[src/rtl/aes_pkg.sv]
// rtl/aes_pkg.sv - shared state encoding, CTRL bit indices and register offsets
package aes_pkg;

  typedef enum logic [1:0] {IDLE, ISSUE, WAIT, DONE} seq_state_t;

  localparam int CTRL_ENC     = 0;
  localparam int CTRL_DEC     = 1;
  localparam int CTRL_DONE    = 2;
  localparam int CTRL_BUSY    = 3;
  localparam int CTRL_IRQ_EN  = 4;
  localparam int CTRL_ABORT   = 5;
  localparam int CTRL_ERR     = 6;
  localparam int CTRL_ABORTED = 7;

  localparam logic [19:0] OFF_CTRL = 20'd0;
  localparam logic [19:0] OFF_NBLK = 20'd4;
  localparam logic [19:0] OFF_BASE = 20'd8;
  localparam logic [19:0] OFF_STAT = 20'd12;

endpackage

[src/rtl/aes_seq_regs.sv]
// rtl/aes_seq_regs.sv - MMIO decode, RW/W1C register bank and readback mux
module aes_seq_regs #(
  parameter int          ADDR_W   = 10,
  parameter int          CNT_W    = 8,
  parameter logic [19:0] REG_BASE = 20'h4_1000
) (
  input  logic              clk_in,
  input  logic              rst_in,
  input  logic [31:0]       cpu_addr_in,
  input  logic [31:0]       cpu_data_in,
  input  logic [3:0]        cpu_write_enable_in,
  output logic [31:0]       cpu_data_out,
  input  logic              busy,
  input  logic              set_done,
  input  logic              set_err,
  input  logic              set_aborted,
  input  logic              clr_flags,
  input  logic [CNT_W-1:0]  completed,
  output logic [CNT_W-1:0]  nblk,
  output logic [ADDR_W-1:0] base,
  output logic              irq_en,
  output logic              done_flag,
  output logic              enc_wr,
  output logic              dec_wr,
  output logic              abort_wr
);
  import aes_pkg::*;

  logic sel_ctrl, sel_nblk, sel_base, sel_stat;
  logic wr, ctrl_wr;
  logic err_flag, aborted_flag;
  logic unused_bits;

  assign sel_ctrl = cpu_addr_in[19:0] == REG_BASE + OFF_CTRL;
  assign sel_nblk = cpu_addr_in[19:0] == REG_BASE + OFF_NBLK;
  assign sel_base = cpu_addr_in[19:0] == REG_BASE + OFF_BASE;
  assign sel_stat = cpu_addr_in[19:0] == REG_BASE + OFF_STAT;

  assign wr       = cpu_write_enable_in[0];
  assign ctrl_wr  = wr & sel_ctrl;
  assign enc_wr   = ctrl_wr & cpu_data_in[CTRL_ENC];
  assign dec_wr   = ctrl_wr & cpu_data_in[CTRL_DEC];
  assign abort_wr = ctrl_wr & cpu_data_in[CTRL_ABORT];

  assign unused_bits = ^{cpu_addr_in[31:20], cpu_data_in, cpu_write_enable_in[3:1]};

  // Hardware set outranks both the run-start clear and a software W1C.
  always_ff @(posedge clk_in) begin
    if (rst_in) begin
      nblk         <= '0;
      base         <= '0;
      irq_en       <= 1'b0;
      done_flag    <= 1'b0;
      err_flag     <= 1'b0;
      aborted_flag <= 1'b0;
    end else begin
      if (wr && sel_nblk && !busy) nblk <= cpu_data_in[CNT_W-1:0];
      if (wr && sel_base && !busy) base <= cpu_data_in[ADDR_W-1:0];
      if (ctrl_wr) irq_en <= cpu_data_in[CTRL_IRQ_EN];
      done_flag    <= set_done | (done_flag & ~clr_flags &
                      ~(ctrl_wr & cpu_data_in[CTRL_DONE]));
      err_flag     <= set_err | (err_flag & ~clr_flags &
                      ~(ctrl_wr & cpu_data_in[CTRL_ERR]));
      aborted_flag <= set_aborted | (aborted_flag & ~clr_flags &
                      ~(ctrl_wr & cpu_data_in[CTRL_ABORTED]));
    end
  end

  always_comb begin
    cpu_data_out = '0;
    if (sel_ctrl) begin
      cpu_data_out[CTRL_DONE]    = done_flag;
      cpu_data_out[CTRL_BUSY]    = busy;
      cpu_data_out[CTRL_IRQ_EN]  = irq_en;
      cpu_data_out[CTRL_ERR]     = err_flag;
      cpu_data_out[CTRL_ABORTED] = aborted_flag;
    end else if (sel_nblk) begin
      cpu_data_out[CNT_W-1:0] = nblk;
    end else if (sel_base) begin
      cpu_data_out[ADDR_W-1:0] = base;
    end else if (sel_stat) begin
      cpu_data_out[CNT_W-1:0] = completed;
    end
  end

endmodule

[src/rtl/aes_block_sequencer.sv]
// rtl/aes_block_sequencer.sv - sequences the AES core over a run of consecutive buffer blocks
module aes_block_sequencer #(
  parameter int          ADDR_W    = 10,
  parameter int          BLK_WORDS = 4,
  parameter int          CNT_W     = 8,
  parameter logic [19:0] REG_BASE  = 20'h4_1000
) (
  input  logic              clk_in,
  input  logic              rst_in,
  input  logic [31:0]       cpu_addr_in,
  input  logic [31:0]       cpu_data_in,
  input  logic [3:0]        cpu_write_enable_in,
  output logic [31:0]       cpu_data_out,
  output logic              core_start_out,
  output logic              core_decrypt_out,
  output logic [ADDR_W-1:0] core_base_out,
  input  logic              core_done_in,
  output logic              irq_out
);
  import aes_pkg::*;

  localparam logic [ADDR_W-1:0] STRIDE = ADDR_W'(BLK_WORDS);

  seq_state_t        state;
  logic [CNT_W-1:0]  remaining, completed, nblk;
  logic [ADDR_W-1:0] cur_addr, base;
  logic              mode, abort_pending;
  logic              busy, irq_en, done_flag;
  logic              enc_wr, dec_wr, abort_wr, trig_one;
  logic              set_done, set_err, set_aborted, clr_flags;

  assign busy             = state != IDLE;
  assign trig_one         = enc_wr ^ dec_wr;
  assign core_decrypt_out = mode;
  assign core_base_out    = cur_addr;
  assign irq_out          = done_flag & irq_en;

  aes_seq_regs #(
    .ADDR_W   (ADDR_W),
    .CNT_W    (CNT_W),
    .REG_BASE (REG_BASE)
  ) u_regs (
    .clk_in              (clk_in),
    .rst_in              (rst_in),
    .cpu_addr_in         (cpu_addr_in),
    .cpu_data_in         (cpu_data_in),
    .cpu_write_enable_in (cpu_write_enable_in),
    .cpu_data_out        (cpu_data_out),
    .busy                (busy),
    .set_done            (set_done),
    .set_err             (set_err),
    .set_aborted         (set_aborted),
    .clr_flags           (clr_flags),
    .completed           (completed),
    .nblk                (nblk),
    .base                (base),
    .irq_en              (irq_en),
    .done_flag           (done_flag),
    .enc_wr              (enc_wr),
    .dec_wr              (dec_wr),
    .abort_wr            (abort_wr)
  );

  always_comb begin
    clr_flags   = (state == IDLE) && trig_one && (nblk != '0);
    set_err     = (state == IDLE) && enc_wr && dec_wr;
    set_done    = ((state == IDLE) && trig_one && (nblk == '0)) || (state == DONE);
    set_aborted = (state == WAIT) && core_done_in && (abort_pending || abort_wr);
  end

  always_ff @(posedge clk_in) begin
    if (rst_in) begin
      state          <= IDLE;
      core_start_out <= 1'b0;
      mode           <= 1'b0;
      cur_addr       <= '0;
      remaining      <= '0;
      completed      <= '0;
      abort_pending  <= 1'b0;
    end else begin
      core_start_out <= 1'b0;
      case (state)
        IDLE: begin
          if (trig_one && nblk != '0) begin
            mode           <= dec_wr;
            cur_addr       <= base;
            remaining      <= nblk;
            completed      <= '0;
            abort_pending  <= 1'b0;
            core_start_out <= 1'b1;
            state          <= ISSUE;
          end
        end
        ISSUE: begin
          if (abort_wr) abort_pending <= 1'b1;
          state <= WAIT;
        end
        WAIT: begin
          if (abort_wr) abort_pending <= 1'b1;
          if (core_done_in) begin
            completed <= completed + 1'b1;
            remaining <= remaining - 1'b1;
            cur_addr  <= cur_addr + STRIDE;
            // An abort lands only once the in-flight block has finished.
            if (abort_pending || abort_wr) begin
              abort_pending <= 1'b0;
              state         <= IDLE;
            end else if (remaining == CNT_W'(1)) begin
              state <= DONE;
            end else begin
              core_start_out <= 1'b1;
              state          <= ISSUE;
            end
          end
        end
        DONE:    state <= IDLE;
        default: state <= IDLE;
      endcase
    end
  end

endmodule

[config.mk]
export PLATFORM = sky130hd
export DESIGN_NAME = aes_block_sequencer
export DESIGN_NICKNAME = d
export VERILOG_FILES = /design/src/rtl/aes_pkg.sv /design/src/rtl/aes_seq_regs.sv /design/src/rtl/aes_block_sequencer.sv
export SDC_FILE = /design/constraint.sdc
export NUM_CORES = 1
export LEC_CHECK = 0
export BUFFER_PORTS_ARGS = -buffer_cell sky130_fd_sc_hd__buf_2
export CAP_MARGIN = 40
export CORE_ASPECT_RATIO = 1.2
export CORE_UTILIZATION = 51
export DETAILED_ROUTE_END_ITERATION = 6
export PLACE_DENSITY = 0.82
export SYNTH_ARGS = -nofsm -noshare
export SYNTH_HDL_FRONTEND = slang
export SYNTH_SLANG_ARGS = --single-unit
export TNS_END_PERCENT = 50
[constraint.sdc]
create_clock -name clk_in -period 2.85 [get_ports clk_in]
set_input_delay 0.1425 -clock clk_in [delete_from_list [all_inputs] [get_ports clk_in]]
set_output_delay 0.1425 -clock clk_in [all_outputs]
set_load 0.01 [all_outputs]
# After elaboration in Yosys (flattened, before gate mapping)
# Index checks and enable logic that the tools add are counted.
dict set report totals {
  reg_bits 53
  latchBits 0
  mem_bits_rw 0
  rom_bits 0
  inputBits 71
  out_inout_bits 45
  n_memories 0
}
dict set report op_classes {
  addsub 3
  mul 0
  n_div 0
  order_cmp 0
  n_eq_ne 10
  shift 0
  n_mux 34
  n_bitwise 22
  reduce_logical 25
}
# op count
set op_table {}
lappend op_table {{$eq 20x19->1 const B} 4}
lappend op_table {{$mux 8} 7}
lappend op_table {{$pmux 8 s2} 2}
lappend op_table {{$mux 10} 2}
lappend op_table {{$pmux 10 s2} 1}
lappend op_table {{$mux 2} 9}
lappend op_table {{$and 1x1->1} 14}
lappend op_table {{$logic_and 1x1->1} 12}
lappend op_table {{$add 10x3->10 const B} 1}
lappend op_table {{$mux 1} 9}
lappend op_table {{$add 8x1->8 const B} 1}
lappend op_table {{$eq 8x1->1 const B} 1}
lappend op_table {{$logic_not 8->1} 1}
lappend op_table {{$pmux 2 s4} 1}
lappend op_table {{$reduce_bool 8->1} 1}
lappend op_table {{$sub 8x1->8 const B} 1}
lappend op_table {{$reduce_and 2->1} 3}
lappend op_table {{$eq 2x2->1 const B} 2}
lappend op_table {{$not 1->1} 4}
lappend op_table {{$reduce_bool 2->1} 2}
lappend op_table {{$mux 3} 1}
lappend op_table {{$or 1x1->1} 3}
lappend op_table {{$pmux 1 s3} 1}
lappend op_table {{$reduce_and 3->1} 1}
lappend op_table {{other kinds (9)} 10}

# Longest topological paths before layout
dict set report logic_depth {
  ltp_word 10
  depth_mapped 9
  ltp_nobuf 7
}

# Modules after synthesis
# Synthesis repeated with hierarchy kept, for this count alone.
dict set report unflattened {
  cells_unflattened 407
  area_unflattened_um2 3385.7
}
# mod instances cells_per_inst area_per_inst_um2 seq_area_each_um2
set modules_own_cells {}
lappend modules_own_cells {aes_block_sequencer 1 241 1863.0 620.6}
lappend modules_own_cells {aes_seq_regs 1 166 1522.7 440.4}

# Worst setup path before layout
# OpenSTA, ideal clock, no wires.
dict set report synth_timing {
  path_type {flip-flop to flip-flop}
  startpoint {register state[1]}
  endpoint {register completed[3]}
  setup_ns 0.117
  arrival_time_ns 2.017
  required_time_ns 2.733
  setup_slack_ns 0.717
  stages_incl_launch_ff 10
  period_less_slack_ns 2.133
  cell_sequence {dfxtp_1 inv_1 ha_1 clkbuf_1 inv_1 a211oi_1 and3_1 buf_2 o31ai_1 a22o_1}
}
dict set report synth_via {
  elab_chain_cells 3
  word_cells_on_any_way 7
  classes_between {eq/ne (3); mux (1); reduce/logical (3)}
}
# element line_no
set synth_lines {}
lappend synth_lines {{start: declaration} aes_block_sequencer.sv:24} ;# seq_state_t state;
lappend synth_lines {{start signal: assignment} aes_block_sequencer.sv:73} ;# state <= IDLE;
lappend synth_lines {{start signal: assignment} aes_block_sequencer.sv:91} ;# state <= ISSUE;
lappend synth_lines {{start signal: assignment} aes_block_sequencer.sv:96} ;# state <= WAIT;
lappend synth_lines {{$eq 2x2->1 / $logic_not 2->1 (equally long branches)} aes_block_sequencer.sv:82} ;# case (state)
lappend synth_lines {{$ne 2x2->1 (no source line) (tied with other cells)} -}
lappend synth_lines {{$reduce_and 3->1 (no source line)} -}
lappend synth_lines {{end signal: assignment} aes_block_sequencer.sv:101} ;# completed <= completed + 1'b1;
lappend synth_lines {{end: declaration} aes_block_sequencer.sv:25} ;# logic [CNT_W-1:0] remaining, completed, nblk;
# Parallel ways exist; a longest one is shown, timed or not.
# A chain may end at the register's enable or synchronous reset.

# Worst setup path in the final report
dict set report layout_timing {
  startpoint {input port cpu_addr_in[0]}
  endpoint {output port cpu_data_out[9]}
}
dict set report layout_via {
  elab_chain_cells 4
  word_cells_on_any_way 6
  classes_between {eq/ne (3); mux (3)}
}
# element line_no
set layout_lines {}
lappend layout_lines {{start: declaration} aes_block_sequencer.sv:10} ;# input logic [31:0] cpu_addr_in,
lappend layout_lines {{$eq 20x19->1} aes_seq_regs.sv:36} ;# assign sel_base = cpu_addr_in[19:0] == REG_BASE + OFF_BASE;
lappend layout_lines {{$mux 2} aes_seq_regs.sv:79} ;# end else if (sel_base) begin
lappend layout_lines {{$mux 2} aes_seq_regs.sv:77} ;# end else if (sel_nblk) begin
lappend layout_lines {{$mux 2 (*)} aes_seq_regs.sv:71} ;# if (sel_ctrl) begin
lappend layout_lines {{end: declaration} aes_block_sequencer.sv:13} ;# output logic [31:0] cpu_data_out,
# Mark *: on every way between the ends. The rest lies on a longest branch, timed or not.

==> run_results.csv <==
group,metric,value,unit
status,status,"finished clean",
placed_design,gp_congestion,0.905,
routing,drtPass1Iterations,5,
sta,setup_violations,0,
die,die-height,91.6,um
final_layout,final_util,59.5,%
sta,fin_crit_sh,79.9,%
power,vdd_ir_drop_max,0.000307,V
power,power.density,376,nW/um^2
clock_tree,clock_sinks,53,
routing,routed_via_density,6.12,
sta,clock_skew,14.1,ps
routing,wl_per_cell,17.1,um
worst_setup_path,cpMostUsedCell,"buf_2",
global_route,grt_pass1_vias,3100,
final_layout,seq_area,1060,sq um
worst_setup_path,crit_path_start_kind,"input port",
global_route,overflow,0,
worst_setup_path,cp.required,2710,ps
clock_tree,clk_pin_slew,100,ps
worst_setup_path,endpoint_kind,"output pin",
placed_design,hpwlAfterDp,6670,um
clock_tree,cts_hold_buf,0,
worst_setup_path,slowest_stage,"or4_1",
placed_design,io_buffer_count,56,
worst_hold_path,hp-class,"input port to register",
final_layout,nNetsFinal,534,
final_layout,final_cell_mix,"buf_2 (56), dfxtp_1 (53), nor2_1 (39)",
logic_synthesis,yosysWarnings,0,
die,rows,32,
final_layout,final_common_cell,"buf_2",
clock_tree,cts_setup_buffers,0,
logic_synthesis,yosys_register_bits,53,
routing,wl,9210,um
routing,num_vias,3304,
sta,hold_viol,0,
clock_tree,cts_tree,"done",
final_layout,syn2layout_area_growth,12.3,%
logic_synthesis,synth_area,3410,sq um
logic_synthesis,async_flop_share,0,%
sta,tns,0,ps
sta,slew_viol_final,0,
placed_design,place_ws,419,ps
power,p_total,0.00144,W
logic_synthesis,synth_ff_type,"dfxtp_1",
final_layout,num-fill-cells,584,
final_layout,drive_gt1_share,21.5,%
worst_setup_path,cpPeakStageDelay,570,ps
worst_setup_path,crit_type,"input port to output pin",
die,io_pins,116,
worst_setup_path,cp_cell_sequence,"buf_2 -> or4_1 -> or3_1 -> nor2_1 -> and3_1 -> buf_2",
logic_synthesis,ys_types,61,
worst_setup_path,cp.arrival,2140,ps
logic_synthesis,synth_edf_count,0,
die,die_area,7030,sq um
die,die_x,76.7,um
sta,slew_headroom,47.7,%
global_route,grt_pass1_wl,15100,um
power,p_leak,1.65,nW
flow_run,maxCapViolCount,0,
sta,rsz0062_at_grt,"no",
routing,dr.first_iter.drc_count,311,
worst_setup_path,cp_num_buf_inv,2,
clock_tree,cts_root_buffer,"clkbuf_8",
worst_setup_path,r2r_cells,8,
worst_setup_path,crit_fanout,9,
worst_setup_path,worstSetupPathDepth,6,
logic_synthesis,avgSynthCellArea,8.43,sq um
clock_tree,numCtsBuffers,5,
clock_tree,postCtsResizedCells,0,
logic_synthesis,synthesis.instances,405,
sta,min_period,2280,ps
die,core-area,6450,sq um
final_layout,multiInputGateArea,2130,sq um
global_route,grt_use_total,26.6,%
clock_tree,cts_max_level,2,
sta,fmax,439,MHz
clock_tree,clock_latency,310,ps
worst_setup_path,cp_top_family,"simple AND/OR/NAND/NOR gates",
die,start_util,53.0,%
final_layout,diodes,0,
clock_tree,cts_buffer_depth,2,
worst_hold_path,hold_path_depth,3,
global_route,antenna_found_initial,0,
routing,drcViolationCount,0,
logic_synthesis,yosysSeqAreaShare,31.1,%
global_route,grt_start_max_net_pins,53,
sta,worstMarginPinSlew,777,ps
sta,setup_slack,572,ps
routing,ant_nets,0,
[flip-flops by register name, indices dropped and copies added (netlist names)]
name,flops
core_base_out,10
u_regs.base,10
completed,8
remaining,8
u_regs.nblk,8
state,2
abort_pending,1
core_decrypt_out,1
core_start_out,1
u_regs.aborted_flag,1
u_regs.done_flag,1
u_regs.err_flag,1
u_regs.irq_en,1
[path summary, 6_finish.rpt]
kind | startpoint | to | slack (ps)
setup / recovery | cpu_addr_in[0] | cpu_data_out[9] | 570
hold / removal | cpu_data_in[8] | u_regs.base[8] | 70
setup reg to reg | state[0] | remaining[6] | 620
hold reg to reg | core_base_out[1] | core_base_out[1] | 470
[logic make-up (layout without fill, tap and decap cells)]
group                    after synthesis  after routing  share of synthesized area [%]
AO/OA/AOI/OAI                         90             90                           18.7
XOR/XNOR                               1              1                          0.257
adder cells (fa/ha/maj)                9              9                           3.30
buffers and inverters                 57             86                           8.80
flip-flops                            53             53                           31.1
multiplexers                          36             36                           12.6
other                                  1             22                          0.110
AND/OR/NAND/NOR                      158            158                           25.2
[report_power, final]
part	total [W]	internal, W	switching [W]
Clock	0.000607	0.000349	0.000258
Combinational	0.0000936	0.0000313	0.0000623
Sequential	0.000740	0.000740	0.000000000210
[stage by stage]
| step | hold slack, ps | area [sq um] | cells |
|---|---|---|---|
| finish | 67.0 | 3830 | 540 |
| global route | 89.2 | 3830 | 540 |
| CTS | 69.3 | 3830 | 540 |
| detailed placement | 390 | 3700 | 532 |
| global placement | 376 | 3700 | 532 |
| floorplan | 283 | 3490 | 426 |
[worst register-to-register path, stage by stage, from the launching register on]
cell	delay [ps]
dfxtp_1	350
inv_1	140
ha_1	560
nor2_1	90
buf_4	210
nor2_1	100
buf_4	160
nand3_1	310
o21ai_0	250
[cells in the mapped netlist, drive strengths merged (2+ instances only)]
library cell / instances / area (sq um)
dfxtp: 53 / 1060
nor2: 39 / 146
nand2: 27 / 101
buf: 25 / 180
mux2i: 25 / 250
clkbuf: 20 / 75.1
nand3: 20 / 100
a21oi: 17 / 85.1
o21ai: 17 / 85.1
nor2b: 14 / 87.6
inv: 11 / 41.3
o31ai: 10 / 75.1
ha: 9 / 113
nor3: 9 / 50.1
and2: 8 / 50.1
and3: 6 / 37.5
mux2: 6 / 67.6
nand4: 6 / 43.8
nor4: 6 / 52.6
o2bb2ai: 6 / 52.6
a211oi: 5 / 37.5
a31oi: 5 / 46.3
a41oi: 5 / 43.8
mux4: 5 / 113
a22oi: 4 / 30.0
nand3b: 4 / 30.0
or4b: 4 / 40.0
a22o: 3 / 26.3
o32ai: 3 / 26.3
or2: 3 / 18.8
a31o: 2 / 17.5
nand4b: 2 / 17.5
o211ai: 2 / 15.0
o21a: 2 / 15.0
or3: 2 / 12.5
or4: 2 / 18.8
[layout make-up]
class,instances,share of cell area [%]
inverters,12,1.18
flip-flops and latches,53,27.7
well taps,85,2.78
multi-input cells,316,55.6
repair buffers,66,9.27
clock inverters,3,1.70
clock buffers,5,1.80
[layer usage]
layer | vias up | global-route usage [%] | wire (um)
met3 | 18 | 3.88 | 617
li1 | 1540 | - | -
met1 | 1591 | 33.2 | 3710
met4 | 0 | 8.01 | 161
met5 | - | 0 | 0
met2 | 155 | 46.7 | 4720
Note: power is estimated with default switching activity, not from simulation.
